### src/rtl/sync_reg_pkg.sv
// sync_reg_pkg
//   Shared constants and width helpers for the synchronising register queue.
//   - SYNC_REG_DEFAULT_WIDTH : default data word width
//   - SYNC_REG_DEFAULT_DEPTH : default number of entries (power of two)
//   - ptr_w(depth)           : pointer width including the wrap bit
//   - cnt_w(depth)           : occupancy counter width, holds 0..depth
package sync_reg_pkg;

  localparam int SYNC_REG_DEFAULT_WIDTH = 8;
  localparam int SYNC_REG_DEFAULT_DEPTH = 8;

  // Address bits plus one wrap bit, so full and empty are distinguishable.
  function automatic int ptr_w(input int depth);
    return $clog2(depth) + 1;
  endfunction

  function automatic int cnt_w(input int depth);
    return $clog2(depth + 1);
  endfunction

endpackage

### src/rtl/sync_reg_mem.sv
// sync_reg_mem
//   DEPTH x WIDTH storage, one synchronous write port and one asynchronous
//   read port. Contents are not reset.
//   Ports:
//     clk     in   write clock (rising edge)
//     we      in   write enable
//     waddr   in   write address
//     wdata   in   write data
//     raddr   in   read address
//     rdata   out  combinational read of mem[raddr]
module sync_reg_mem #(
  parameter int WIDTH = 8,
  parameter int DEPTH = 8,
  parameter int AW    = $clog2(DEPTH)
) (
  input  logic             clk,
  input  logic             we,
  input  logic [AW-1:0]    waddr,
  input  logic [WIDTH-1:0] wdata,
  input  logic [AW-1:0]    raddr,
  output logic [WIDTH-1:0] rdata
);

  logic [WIDTH-1:0] mem_q [DEPTH];

  always_ff @(posedge clk) begin
    if (we) mem_q[waddr] <= wdata;
  end

  assign rdata = mem_q[raddr];

endmodule

### src/rtl/sync_reg_queue.sv
// sync_reg_queue
//   First-word-fall-through queue of DEPTH words of WIDTH bits on one clock.
//   Handshake: a write is taken when w_en is high and the queue is not full,
//   or when a read is taken in the same cycle; a read is taken when r_en is
//   high and the queue is not empty. Rejected requests leave no trace except
//   the optional sticky error flags.
//   Optional feature macro: SYNC_REG_Q_ERR_EN adds err_ovf / err_udf.
//   Ports:
//     clk      in   clock, rising edge
//     rst      in   asynchronous active-low reset
//     w_en     in   write request
//     w_data   in   write data
//     r_en     in   pop request
//     r_data   out  head entry (valid while r_empty = 0)
//     r_empty  out  queue empty (registered)
//     w_full   out  queue full (registered)
//     w_afull  out  count >= AF_LEVEL (registered)
//     count    out  occupancy 0..DEPTH (registered)
//     err_ovf  out  sticky overflow  (SYNC_REG_Q_ERR_EN only)
//     err_udf  out  sticky underflow (SYNC_REG_Q_ERR_EN only)
module sync_reg_queue
  import sync_reg_pkg::*;
#(
  parameter int WIDTH    = SYNC_REG_DEFAULT_WIDTH,
  parameter int DEPTH    = SYNC_REG_DEFAULT_DEPTH,
  parameter int AF_LEVEL = DEPTH - 1
) (
  input  logic                      clk,
  input  logic                      rst,
  input  logic                      w_en,
  input  logic [WIDTH-1:0]          w_data,
  input  logic                      r_en,
  output logic [WIDTH-1:0]          r_data,
  output logic                      r_empty,
  output logic                      w_full,
  output logic                      w_afull,
  output logic [cnt_w(DEPTH)-1:0]   count
`ifdef SYNC_REG_Q_ERR_EN
  ,
  output logic                      err_ovf,
  output logic                      err_udf
`endif
);

  localparam int PW = ptr_w(DEPTH);
  localparam int CW = cnt_w(DEPTH);
  localparam int AW = PW - 1;
  localparam logic [CW-1:0] AF_C = CW'(AF_LEVEL);

  logic [PW-1:0] wr_ptr_q, wr_ptr_d;
  logic [PW-1:0] rd_ptr_q, rd_ptr_d;
  logic [CW-1:0] count_q, count_d;
  logic          empty_q, empty_d;
  logic          full_q, full_d;
  logic          afull_q, afull_d;
  logic          r_acc, w_acc;

  // Gating the write on r_acc (not r_en) keeps full+simultaneous-read legal
  // while an empty-queue read never lets a write bypass into the same cycle.
  assign r_acc = r_en && !empty_q;
  assign w_acc = w_en && (!full_q || r_acc);

  always_comb begin
    wr_ptr_d = wr_ptr_q;
    rd_ptr_d = rd_ptr_q;
    count_d  = count_q;
    if (w_acc) wr_ptr_d = wr_ptr_q + PW'(1);
    if (r_acc) rd_ptr_d = rd_ptr_q + PW'(1);
    case ({w_acc, r_acc})
      2'b10:   count_d = count_q + CW'(1);
      2'b01:   count_d = count_q - CW'(1);
      default: count_d = count_q;
    endcase
    // Flags come from next-state pointers so they are registered glitch-free.
    empty_d = (wr_ptr_d == rd_ptr_d);
    full_d  = (wr_ptr_d[AW-1:0] == rd_ptr_d[AW-1:0]) &&
              (wr_ptr_d[AW] != rd_ptr_d[AW]);
    afull_d = (count_d >= AF_C);
  end

  always_ff @(posedge clk or negedge rst) begin
    if (!rst) begin
      wr_ptr_q <= '0;
      rd_ptr_q <= '0;
      count_q  <= '0;
      empty_q  <= 1'b1;
      full_q   <= 1'b0;
      afull_q  <= 1'b0;
    end else begin
      wr_ptr_q <= wr_ptr_d;
      rd_ptr_q <= rd_ptr_d;
      count_q  <= count_d;
      empty_q  <= empty_d;
      full_q   <= full_d;
      afull_q  <= afull_d;
    end
  end

  sync_reg_mem #(
    .WIDTH (WIDTH),
    .DEPTH (DEPTH),
    .AW    (AW)
  ) u_mem (
    .clk   (clk),
    .we    (w_acc),
    .waddr (wr_ptr_q[AW-1:0]),
    .wdata (w_data),
    .raddr (rd_ptr_q[AW-1:0]),
    .rdata (r_data)
  );

  assign r_empty = empty_q;
  assign w_full  = full_q;
  assign w_afull = afull_q;
  assign count   = count_q;

`ifdef SYNC_REG_Q_ERR_EN
  logic ovf_q, udf_q;

  always_ff @(posedge clk or negedge rst) begin
    if (!rst) begin
      ovf_q <= 1'b0;
      udf_q <= 1'b0;
    end else begin
      if (w_en && full_q && !r_acc) ovf_q <= 1'b1;
      if (r_en && empty_q)          udf_q <= 1'b1;
    end
  end

  assign err_ovf = ovf_q;
  assign err_udf = udf_q;
`endif

endmodule

### config.mk
export PLATFORM = sky130hd
export DESIGN_NAME = sync_reg_queue
export DESIGN_NICKNAME = d
export VERILOG_FILES = /design/src/rtl/sync_reg_pkg.sv /design/src/rtl/sync_reg_mem.sv /design/src/rtl/sync_reg_queue.sv
export SDC_FILE = /design/constraint.sdc
export NUM_CORES = 1
export LEC_CHECK = 0
export ABC_AREA = 1
export CAP_MARGIN = 20
export CORE_ASPECT_RATIO = 1.4
export CORE_MARGIN = 2
export CORE_UTILIZATION = 58
export DETAILED_ROUTE_END_ITERATION = 10
export PLACE_DENSITY = 0.88
export SYNTH_ARGS = -nofsm -noshare
export SYNTH_HDL_FRONTEND = slang
export SYNTH_SLANG_ARGS = --single-unit
### constraint.sdc
create_clock -name clk -period 2.51 [get_ports clk]
set_input_delay 0.753 -clock clk [delete_from_list [all_inputs] [get_ports clk]]
set_output_delay 0.753 -clock clk [all_outputs]
set_load 0.005 [all_outputs]
# Word level (Yosys, flattened, before mapping)
# Memory sizes are Yosys's and may differ from the RTL's.
# Index checks and enable logic that the tools add are counted.
[word_totals]
romBits = 0
ff_bits = 15
out_inout_bits = 15
wordCells = 28
n_memories = 1
ramBits = 64
input_bits = 12
latchBits = 0
[memory_table]
columns = ["memory", "words", "width", "rd", "rd_clocked_by_memory_dff", "wr", "line_no", "source"]
rows = [
  ["u_mem.mem_q", 8, 8, 1, 0, 1, "sync_reg_mem.sv:24", "logic [WIDTH-1:0] mem_q [DEPTH];"],
]
[classes]
n_eq_ne = 5
div_mod_pow = 0
n_reduce_logical = 6
mux = 5
shift = 0
magnitude_cmp = 1
add_sub_neg = 4
mul = 0
n_bitwise = 0
[ops]
columns = ["op", "count"]
rows = [
  ["4-bit by 1-bit adder with 4-bit output, second input constant", 3],
  ["4-bit two-way mux", 2],
  ["4-bit case mux with 2 select lines", 1],
  ["4-bit equality test", 1],
  ["4-bit by 3-bit greater-or-equal comparator with 1-bit output, second input constant", 1],
  ["4-bit by 1-bit subtractor with 4-bit output, second input constant", 1],
  ["3-bit equality test", 1],
  ["1-bit logical AND", 3],
  ["2-bit by 1-bit equality test with 1-bit output, second input constant", 1],
  ["2-bit equality test, second input constant", 1],
  ["1-bit logical NOT", 2],
  ["1-bit two-way mux", 2],
  ["1-bit logical OR", 1],
  ["1-bit != test", 1],
]

# Longest topological paths before layout
[logic_depth]
word_depth = 7
mapped_depth = 15
depth_no_buf = 15

# Cells and area by module
# From an unflattened synthesis, not the netlist that was laid out.
[hier_totals]
cells_unflattened = 431
area_unflattened_um2 = 3885.0
[by_module_without_submodules]
columns = ["module", "cells_each", "area_per_inst_um2", "instances"]
rows = [
  ["sync_reg_mem", 295, 2890.3, 1],
  ["sync_reg_queue", 136, 994.7, 1],
]

# Worst setup path after synthesis
# No wires, ideal clock.
[synth_path]
kind = "in2reg"
startpoint = "input r_en"
endpoint = "register afull_q (netlist: w_afull)"
slack_ns = 0.350
required_time_ns = 2.441
cell_stages = 13
path_buffers = 0
t_arrival_ns = 2.091
cell_sequence = "nand2_4 > nand2_8 > nand2_8 > ha_1 > nand2_1 > inv_1 > nor2_1 > ha_1 > inv_1 > o21a_1 > a21oi_1 > o211ai_1 > nand3_1"
[synth_via]
elab_chain_cells = 6
word_cells_on_any_way = 7
cone_classes = "1 x order compare; 2 x eq/ne; 1 x mux; 3 x reduce/logical"
[synth_lines]
columns = ["item", "line_no", "source"]
rows = [
  ["from (decl)", "sync_reg_queue.sv:32", "input logic r_en,"],
  ["1-bit logical AND *", "sync_reg_queue.sv:60", "assign r_acc = r_en && !empty_q;"],
  ["1-bit logical OR", "sync_reg_queue.sv:61", "assign w_acc = w_en && (!full_q || r_acc);"],
  ["1-bit logical AND", "sync_reg_queue.sv:61", ""],
  ["2-bit by 1-bit equality test with 1-bit output / 2-bit equality test (equally long branches)", "sync_reg_queue.sv:69", "case ({w_acc, r_acc})"],
  ["4-bit case mux with 2 select lines *", "sync_reg_queue.sv:69", ""],
  ["4-bit by 3-bit greater-or-equal comparator with 1-bit output *", "sync_reg_queue.sv:78", "afull_d = (count_d >= AF_C);"],
  ["via afull_d", "sync_reg_queue.sv:55", "logic afull_q, afull_d;"],
  ["to (signal assigned)", "sync_reg_queue.sv:95", "afull_q <= afull_d;"],
  ["to (decl)", "sync_reg_queue.sv:55", ""],
]
# The timed path passes the listed nets; every way through them passes the cells marked *.

# Worst setup path after layout
[layout_path]
startpoint = "register rd_ptr_q[0]"
endpoint = "output r_data[5]"
[layout_via]
elab_chain_cells = 1
[layout_lines]
columns = ["item", "line_no", "source"]
rows = [
  ["from (decl)", "sync_reg_queue.sv:51", "logic [PW-1:0] rd_ptr_q, rd_ptr_d;"],
  ["from (signal assigned)", "sync_reg_queue.sv:91", "rd_ptr_q <= rd_ptr_d;"],
  ["memory 8 x 8 bit", "--", ""],
  ["to (decl)", "sync_reg_queue.sv:33", "output logic [WIDTH-1:0] r_data,"],
]
# No other way between the ends.

==> flow_summary.yaml <==
run_status:
  outcome: "finished with violations"
  failed_checks: "setup timing"
sta:
  rsz0062_at_grt: "true"
  maxSlewHeadroom: 0.526
  finalHoldViolCount: 0
  tightest_slew_ns: 0.708
  setup_ws_ns: -0.0334
  whs_ns: 0.520
  finalCriticalPeriod_ns: 2.54
  drv_slew: 0
  skew_ns: 0.0183
  finalSetupViolCount: 3
  max_freq_mhz: 393
  finalCritPeriodShare: 1.01
grt:
  globalRouteTotalUtil: 0.271
  antenna_found_initial: 0
  grt_pass1_wl_um: 13400
  overflow: 0
  grt_max_degree: 16
  grt_pass1_vias: 2815
critical_path:
  crit_required_ns: 1.76
  start_kind: "flop"
  max_stage_delay_ns: 0.40
  path_max_fanout: 10
  arrival_ns: 1.79
  critPathKind: "reg2out"
  critPathSlowestCell: "dfrtp_2"
  crit_family: "buffers and inverters"
  cp-end-kind: "primary output"
  crit_buf_inv: 3
  path_cells: "buf_6, bufbuf_16, nor2_2, nor2_1, o21ai_1, a31oi_1, buf_2"
detailed_routing:
  drt-total-wl_um: 8900
  ant_nets: 0
  dr.first_iter.drc_count: 277
  route.detailed.drc: 0
  wl_per_cell_um: 19.3
  firstDrtPassIters: 5
  vias_per_cell: 5.91
  via_count: 2725
place:
  place_area_mm2: 0.00405
  gp_congestion: 0.836
  dp_hpwl_um: 5100
  numPortBuffers: 26
cts:
  clockRootBuffer: "clkbuf_8"
  clk_latency_ns: 0.35
  cts_sinks: 79
  cts_tree: "yes"
  cts.clk_slew.worst_paths_ns: 0.07
  htreeDepth: 3
  hold_buffers: 0
  cts_buffers: 9
  clockBufferDepth: 2
cells_and_area:
  antenna_cells: 0
  fin_nets: 404
  final_cell_mix: "65 x nor2_1, 64 x edfxtp_1, 38 x nand2_1, 29 x buf_4, 21 x o21ai_0"
  fin_area_mm2: 0.00441
  final_common_cell: "nor2_1"
  drive_gt1_frac: 0.243
  syn_to_final_growth_pct: 24.9
  nFillCells: 370
synthesis:
  synth_ff_type: "edfxtp_1"
  synthArstFlopShare: 0.190
  synthDistinctLibCells: 31
  synth-edff-count: 64
  syn_avg_cell_area_um2: 11.0
  yosysSeqAreaShare: 0.651
  synth_seq_cells: 79
  syn_inst: 321
  yosys_warnings: 0
  syn-num-nets: 338
  syn_area_mm2: 0.00353
power_and_ir_drop:
  vdd_drop_max_mv: 0.628
  power_leakage_uw: 0.00178
  power.density_mw_per_mm2: 1220
floorplan:
  die_width_um: 69.9
  io_pins: 27
  core_mm2: 0.00586
  initial_core_util: 0.602
  dieArea_mm2: 0.00674
  fp-row-count: 33
  die_y_um: 96.3
flow_run:
  cap_viol_max_count: 0
hold_path:
  hold_path_class: "reg2reg"
[per-layer routing]
| metal | global-route usage | wire [um] | up-vias |
|---|---|---|---|
| met5 | 0 | 0 | - |
| met4 | 0.151 | 464 | 0 |
| met3 | 0.0450 | 539 | 41 |
| met2 | 0.513 | 4820 | 154 |
| met1 | 0.286 | 3080 | 1297 |
| li1 | - | - | 1233 |
[flip-flops by register name, indices dropped and copies added (netlist names)]
register     flops
count            4
r_empty          1
rd_ptr_q         4
u_mem.mem_q     64
w_afull          1
w_full           1
wr_ptr_q         4
[report_power, final]
group          total (uW)  internal [uW]  switching (uW)
Combinational        2530           1140            1390
Clock                1010            553             458
Sequential           1850           1680             171
[area by class of cell]
class                      count  area [um^2]  share of cell area
clock buffer                   9          124              0.0281
inverter                      26          105              0.0238
tap                           70         87.6              0.0199
timing repair buffer          67          626               0.142
multi-input combinational    204         1080               0.245
clock inverter                 6         86.3              0.0196
sequential                    79         2300               0.522
[synthesized netlist by cell type, types with 3 or more instances]
cell | n | area (um^2)
o21ai_0 | 33 | 165
nand2_4 | 3 | 33.8
a31oi_1 | 8 | 50.1
dfrtp_1 | 14 | 350
nand2_2 | 6 | 37.5
ha_1 | 5 | 62.6
nand3_1 | 19 | 95.1
nand2_1 | 38 | 143
nor2_1 | 67 | 251
edfxtp_1 | 64 | 1920
buf_6 | 3 | 33.8
o22ai_1 | 8 | 50.1
buf_4 | 3 | 22.5
inv_1 | 22 | 82.6
buf_2 | 4 | 20.0
[cells by family after synthesis]
| group | count (synthesis) | synth area share |
|---|---|---|
| AND/OR/NAND/NOR | 142 | 0.188 |
| flip-flops | 79 | 0.651 |
| adder cells (fa/ha/maj) | 5 | 0.0177 |
| buffers and inverters | 38 | 0.0514 |
| AO/OA/AOI/OAI | 54 | 0.0843 |
| XOR/XNOR | 3 | 0.00744 |
[final timing paths]
path                       cells past startpoint     endpoint   startpoint  slack, ns
max in group asynchronous                      1  rd_ptr_q[1]          rst       1.18
min reg2reg                                    2  rd_ptr_q[3]  rd_ptr_q[3]       0.52
min in group asynchronous                      1  wr_ptr_q[0]          rst       0.83
max reg2reg                                   14      w_afull      r_empty       0.41
min                                            2  rd_ptr_q[3]  rd_ptr_q[3]       0.52
max                                            7    r_data[5]  rd_ptr_q[0]      -0.03
[metrics by stage]
step / instances / worst slack [ns] / utilization / power [uW] / TNS [ns]
6_report: 461 / -0.0334 / 0.752 / 5400 / -0.0680
5_1_grt: 461 / -0.0767 / 0.752 / 5710 / -0.324
4_1_cts: 458 / -0.111 / 0.739 / 5170 / -0.123
3_5_place_dp: 437 / -0.279 / 0.690 / 4040 / -0.724
3_3_place_gp: 437 / -0.221 / 0.690 / 3950 / -0.404
2_1_floorplan: 321 / 0.350 / - / 3140 / 0
[worst reg2reg max path, delay by kind of cell (launching register included)]
family	cells	cell delay (ns)
AO/OA/AOI/OAI	3	0.38
adder cells (fa/ha/maj)	2	0.48
buffers and inverters	3	0.19
flip-flops	1	0.58
AND/OR/NAND/NOR	6	0.41
[what timing repair did]
action,CTS,global route
setup buffers,5,3
gates resized for setup,44,26
gates cloned,1,0
setup endpoints to repair,8,9
pin swaps,2,8
hold endpoints to repair,0,0
No activity file was read; power rests on OpenSTA's default activity.
==> variant 1: new RTL, config.mk and constraints unchanged <==
Register the output `count` once more, cleared by the reset; this adds one clock of latency there. The other outputs are not delayed to match. Comments in the files are not updated.
--- a/src/rtl/sync_reg_queue.sv
+++ b/src/rtl/sync_reg_queue.sv
@@ -112,7 +112,13 @@
   assign r_empty = empty_q;
   assign w_full  = full_q;
   assign w_afull = afull_q;
-  assign count   = count_q;
+  always_ff @(posedge clk or negedge rst) begin
+    if (!rst) begin
+      count <= '0;
+    end else begin
+      count <= count_q;
+    end
+  end
 
 `ifdef SYNC_REG_Q_ERR_EN
   logic ovf_q, udf_q;
Check against the original RTL: not equivalent (Yosys sat finds a counterexample within 4 cycles, from zero or initial values and one cycle with rst low).
==> variant 1 against the unedited design <==
- the flow still finishes with violations (setup timing)
- clock skew is 0.011 ns lower
- power is 0.33% higher
- wire length is 6.4% lower
- die area is 2.3% higher
- sequential cell count is 4 higher
- synthesized area is 2.4% higher
- non-clock buffer count is 18 higher
- worst setup slack better by 0.011 ns
- maximum frequency is 0.45% higher
- first-iteration DRC count is 14% lower
- design area is 5.3% higher
- core utilization is 0.61 points higher
- clock power is 9.8% lower
==> variant 1: results (changes against the unedited design) <==
Parameter                              Value

Logic synthesis
  Top cells by area, synth    sky130_fd_sc_hd__edfxtp_1 (53%), sky130_fd_sc_hd__dfrtp_1 (12%), sky130_fd_sc_hd__nor2_1 (7.0%) (was sky130_fd_sc_hd__edfxtp_1 (54%), sky130_fd_sc_hd__dfrtp_1 (9.9%), sky130_fd_sc_hd__nor2_1 (7.1%))
  Xor/xnor share of the synthesized area    0.00727 (was 0.00744)
  Mapped Nets    341 (was 338)
  Count of different cell masters after synthesis    35 (was 31)
  Area fraction in compound gates after synthesis    0.0875 (was 0.0843)

Global route
  Maximum number of pins on one net before global-route repair    20 (was 16)
  First-pass GRT wire length    12,700 um (was 13,400 um)
  GRT met3 Usage    0.0519 (was 0.0450)
  All-Layer GR Usage    0.246 (was 0.271)
  Met2 capacity usage during global routing    0.426 (was 0.513)

Outcome
  Violated checks    setup timing (unchanged)
  Run status    finished, violations left (unchanged)

Clock network
  Post-cts resize count    34 (was 44)
  Buffers inserted by post-CTS timing repair    12 (was 5)

Setup path
  Crit path largest cell delay    0.47 ns (was 0.40 ns)
  Kind of cell adding the most delay to the critical path    flip-flops (was buffers and inverters)

Final layout
  Filler Cell Count    382 (was 370)
  Ratio of cells with drive above 1 in the final layout    0.292 (was 0.243)

Drt
  Routed length on met1    3100 um (was 3080 um)
  Iter 0 DRT Violations    239 (was 277)
  Vias after detailed routing    2,702 (was 2,725)
  WL/cell    17.1 um (was 19.3 um)

Timing
  Setup violation total in the final timing report    2 (was 3)
  Final setup slack of the worst path    -0.0219 ns (was -0.0334 ns)

Pwr
  Static leakage power    1.89 nW (was 1.78 nW)
  Clock network power share    0.168 (was 0.187)
  Power share of the combinational group    0.470 (was 0.469)

Place
  Worst slack, placed    -0.265 ns (was -0.279 ns)
  Placer congestion estimate    0.886 (was 0.836)

Min path
  Hold depth    0 (was 2)
  Worst Hold End    count[3]$_DFF_PN0_ (was rd_ptr_q[3]$_DFF_PN0_)
  Launch point of the worst hold path    count_q[3]$_DFF_PN0_ (was rd_ptr_q[3]$_DFF_PN0_)
variant 1: changes by cell type in the layout (fill, tap and decap cells not counted), sizes merged, moves of 3 or more:
cell	before	now
buf	47	66
nand3	21	18
dfrtp	14	18
o21ai	33	36
variant 1: through the flow:
stage | hold slack, ns | std cells | utilization | setup TNS (ns) | instance area (um2)
finish | 0.444 | 487 | 0.758 | -0.0311 | 4640
global route | 0.448 | 487 | 0.758 | -0.358 | 4640
CTS | 0.443 | 477 | 0.736 | -0.404 | 4510
detailed placement | 0.424 | 448 | 0.686 | -4.41 | 4200
global placement | 0.436 | 448 | 0.686 | -2.61 | 4200
floorplan | 0.393 | 324 | - | 0 | 3620
variant 1: cell type report:
type                            instances  area (um2)  area share
Sequential cell                        83        2400       0.517
Clock inverter                          5        53.8      0.0116
Tap cell                               72        90.1      0.0194
Inverter                               24         100      0.0216
Timing Repair Buffer                   85         723       0.156
Timing Repair inverter                  1        7.51     0.00162
Clock buffer                           11         131      0.0283
Multi-Input combinational cell        206        1140       0.245
==> variant 2: new RTL, same settings <==
Without the edit above. Add a define of `SYNC_REG_Q_ERR_EN`.
--- a/src/rtl/sync_reg_queue.sv
+++ b/src/rtl/sync_reg_queue.sv
@@ -18,6 +18,8 @@
 //     count    out  occupancy 0..DEPTH (registered)
 //     err_ovf  out  sticky overflow  (SYNC_REG_Q_ERR_EN only)
 //     err_udf  out  sticky underflow (SYNC_REG_Q_ERR_EN only)
+`define SYNC_REG_Q_ERR_EN
+
 module sync_reg_queue
   import sync_reg_pkg::*;
 #(
Check against the original RTL (old outputs only; new: err_ovf and err_udf): equivalent (Yosys induction, for registers that start in step).
==> variant 2 against the unedited design <==
- the run still ends with setup timing left
- design area up 0.54%
- worst setup slack better by 0.023 ns
- count of clock-buffer cells in the layout up 3
- power down 5.8%
- wire length down 11%
- register-to-register slack better by 0.06 ns
- synthesized area up 2.1%
- sequential cell count up 2
==> variant 2: results (changes against the unedited design) <==
Parameter                              Value

Place
  Count of input and output buffers    28 (was 26)
  Detailed Place HPWL    4740 um (was 5100 um)
  Placer congestion estimate    0.856 (was 0.836)

Outcome
  Run status    finished, violations left (unchanged)
  Violated checks    setup timing (unchanged)

Global route
  All-Layer GR Usage    0.245 (was 0.271)
  Maximum number of pins on one net before global-route repair    18 (was 16)
  First-pass GRT wire length    12,600 um (was 13,400 um)

Drt
  Iter 0 DRT Violations    227 (was 277)
  Routed Wire Length    7880 um (was 8900 um)
  Post-DR vias/cell    5.76 (was 5.91)

Pwr
  Static leakage power    1.78 nW (about the same)
  Peak supply drop    761 uV (was 628 uV)

Logic synthesis
  Top cells by area, synth    sky130_fd_sc_hd__edfxtp_1 (53%), sky130_fd_sc_hd__dfrtp_1 (11%), sky130_fd_sc_hd__nor2_1 (7.3%) (was sky130_fd_sc_hd__edfxtp_1 (54%), sky130_fd_sc_hd__dfrtp_1 (9.9%), sky130_fd_sc_hd__nor2_1 (7.1%))
  Gate Count Post-Synth    325 (was 321)
  Mapped Nets    342 (was 338)
  Share of flip-flops with an asynchronous set or reset after synthesis    0.210 (was 0.190)
  Count of different cell masters after synthesis    33 (was 31)

Final layout
  Filler Cell Count    400 (was 370)
  Ratio of cells with drive above 1 in the final layout    0.227 (was 0.243)
  Net count reported at finish    409 (was 404)

Timing
  Worst Skew    0.00824 ns (was 0.0183 ns)
  Worst slack on hold paths    0.476 ns (was 0.520 ns)
  Final setup slack of the worst path    -0.0103 ns (was -0.0334 ns)
  Setup violation total in the final timing report    2 (was 3)
  Worst-case headroom to the max-slew limit    0.746 (was 0.526)

Setup path
  Reg2Reg Setup Slack    0.47 ns (was 0.41 ns)
  CP max stage cell    sky130_fd_sc_hd__dfrtp_2 (unchanged)

Min path
  Hold depth    1 (was 2)
==> variant 2: what timing repair did <==
| action | CTS | global route |
|---|---|---|
| gates resized for setup | 31 | 21 |
| endpoints found under the setup margin | 8 | 8 |
| setup buffers | 7 | 4 |
| pin swaps | 2 | 6 |
| hold buffers | 0 | 0 |
| cloned | 1 | 1 |
==> variant 2: how the worst max path moves through the flow <==
| stage | from | endpoint | slack (ns) | depth (start not counted) |
|---|---|---|---|---|
| 2_1_floorplan | r_en | w_afull$_DFF_PN0_ | 0.34 | 13 |
| 3_3_place_gp | r_en | w_afull$_DFF_PN0_ | -0.16 | 14 |
| 3_5_place_dp | r_en | w_afull$_DFF_PN0_ | -0.32 | 12 |
| 4_1_cts | rd_ptr_q[0]$_DFF_PN0_ | r_data[1] | -0.07 | 7 |
| 5_1_grt | rd_ptr_q[0]$_DFF_PN0_ | r_data[7] | -0.07 | 6 |
| 6_report | rd_ptr_q[0]$_DFF_PN0_ | r_data[7] | -0.01 | 6 |
==> variant 2: report_power, final <==
group / total (W) / internal [W] / switching, W
clock: 0.000885 / 0.000454 / 0.000431
sequential: 0.00189 / 0.00172 / 0.000170
combinational: 0.00231 / 0.00104 / 0.00127
==> variant 2: per-stage QoR <==
| stage | setup TNS [ns] | setup WS [ns] | cell area [um2] | cells | power [W] |
|---|---|---|---|---|---|
| after global routing | -0.183 | -0.0691 | 4430 | 468 | 0.00539 |
| after CTS | -0.167 | -0.0729 | 4410 | 465 | 0.00499 |
| final | -0.0142 | -0.0103 | 4430 | 468 | 0.00508 |
| after detailed placement | -1.39 | -0.318 | 4130 | 442 | 0.00398 |
| after global placement | -0.262 | -0.163 | 4130 | 442 | 0.00390 |
| after floorplan | 0 | 0.343 | 3610 | 325 | 0.00315 |
==> variant 2: layout make-up <==
type / instances / area share
Clock inverter: 3 / 0.00960
Multi-Input combinational cell: 208 / 0.253
Sequential cell: 81 / 0.530
Inverter: 25 / 0.0223
Timing Repair Buffer: 67 / 0.134
Clock buffer: 12 / 0.0305
Tap cell: 72 / 0.0203
==> variant 2: per-layer routing <==
| metal | vias to the layer above | part of all wire | global-route usage | wire [um] |
|---|---|---|---|---|
| met4 | 0 | 0.032 | 0.109 | 251 |
| met1 | 1292 | 0.36 | 0.269 | 2830 |
| li1 | 1247 | - | - | - |
| met5 | - | 0 | 0 | 0 |
| met3 | 27 | 0.067 | 0.0571 | 525 |
| met2 | 129 | 0.54 | 0.441 | 4270 |
==> variant 2: cell families after synthesis <==
kind of cell / count (synthesis) / share of synthesized area
xor gates and xnor gates: 4 / 0.00972
buffers and inverters: 36 / 0.0434
and+or+nand+nor: 142 / 0.190
DFF: 81 / 0.651
AOI/OAI and AO/OA: 57 / 0.0885
adders and majority gates: 5 / 0.0173
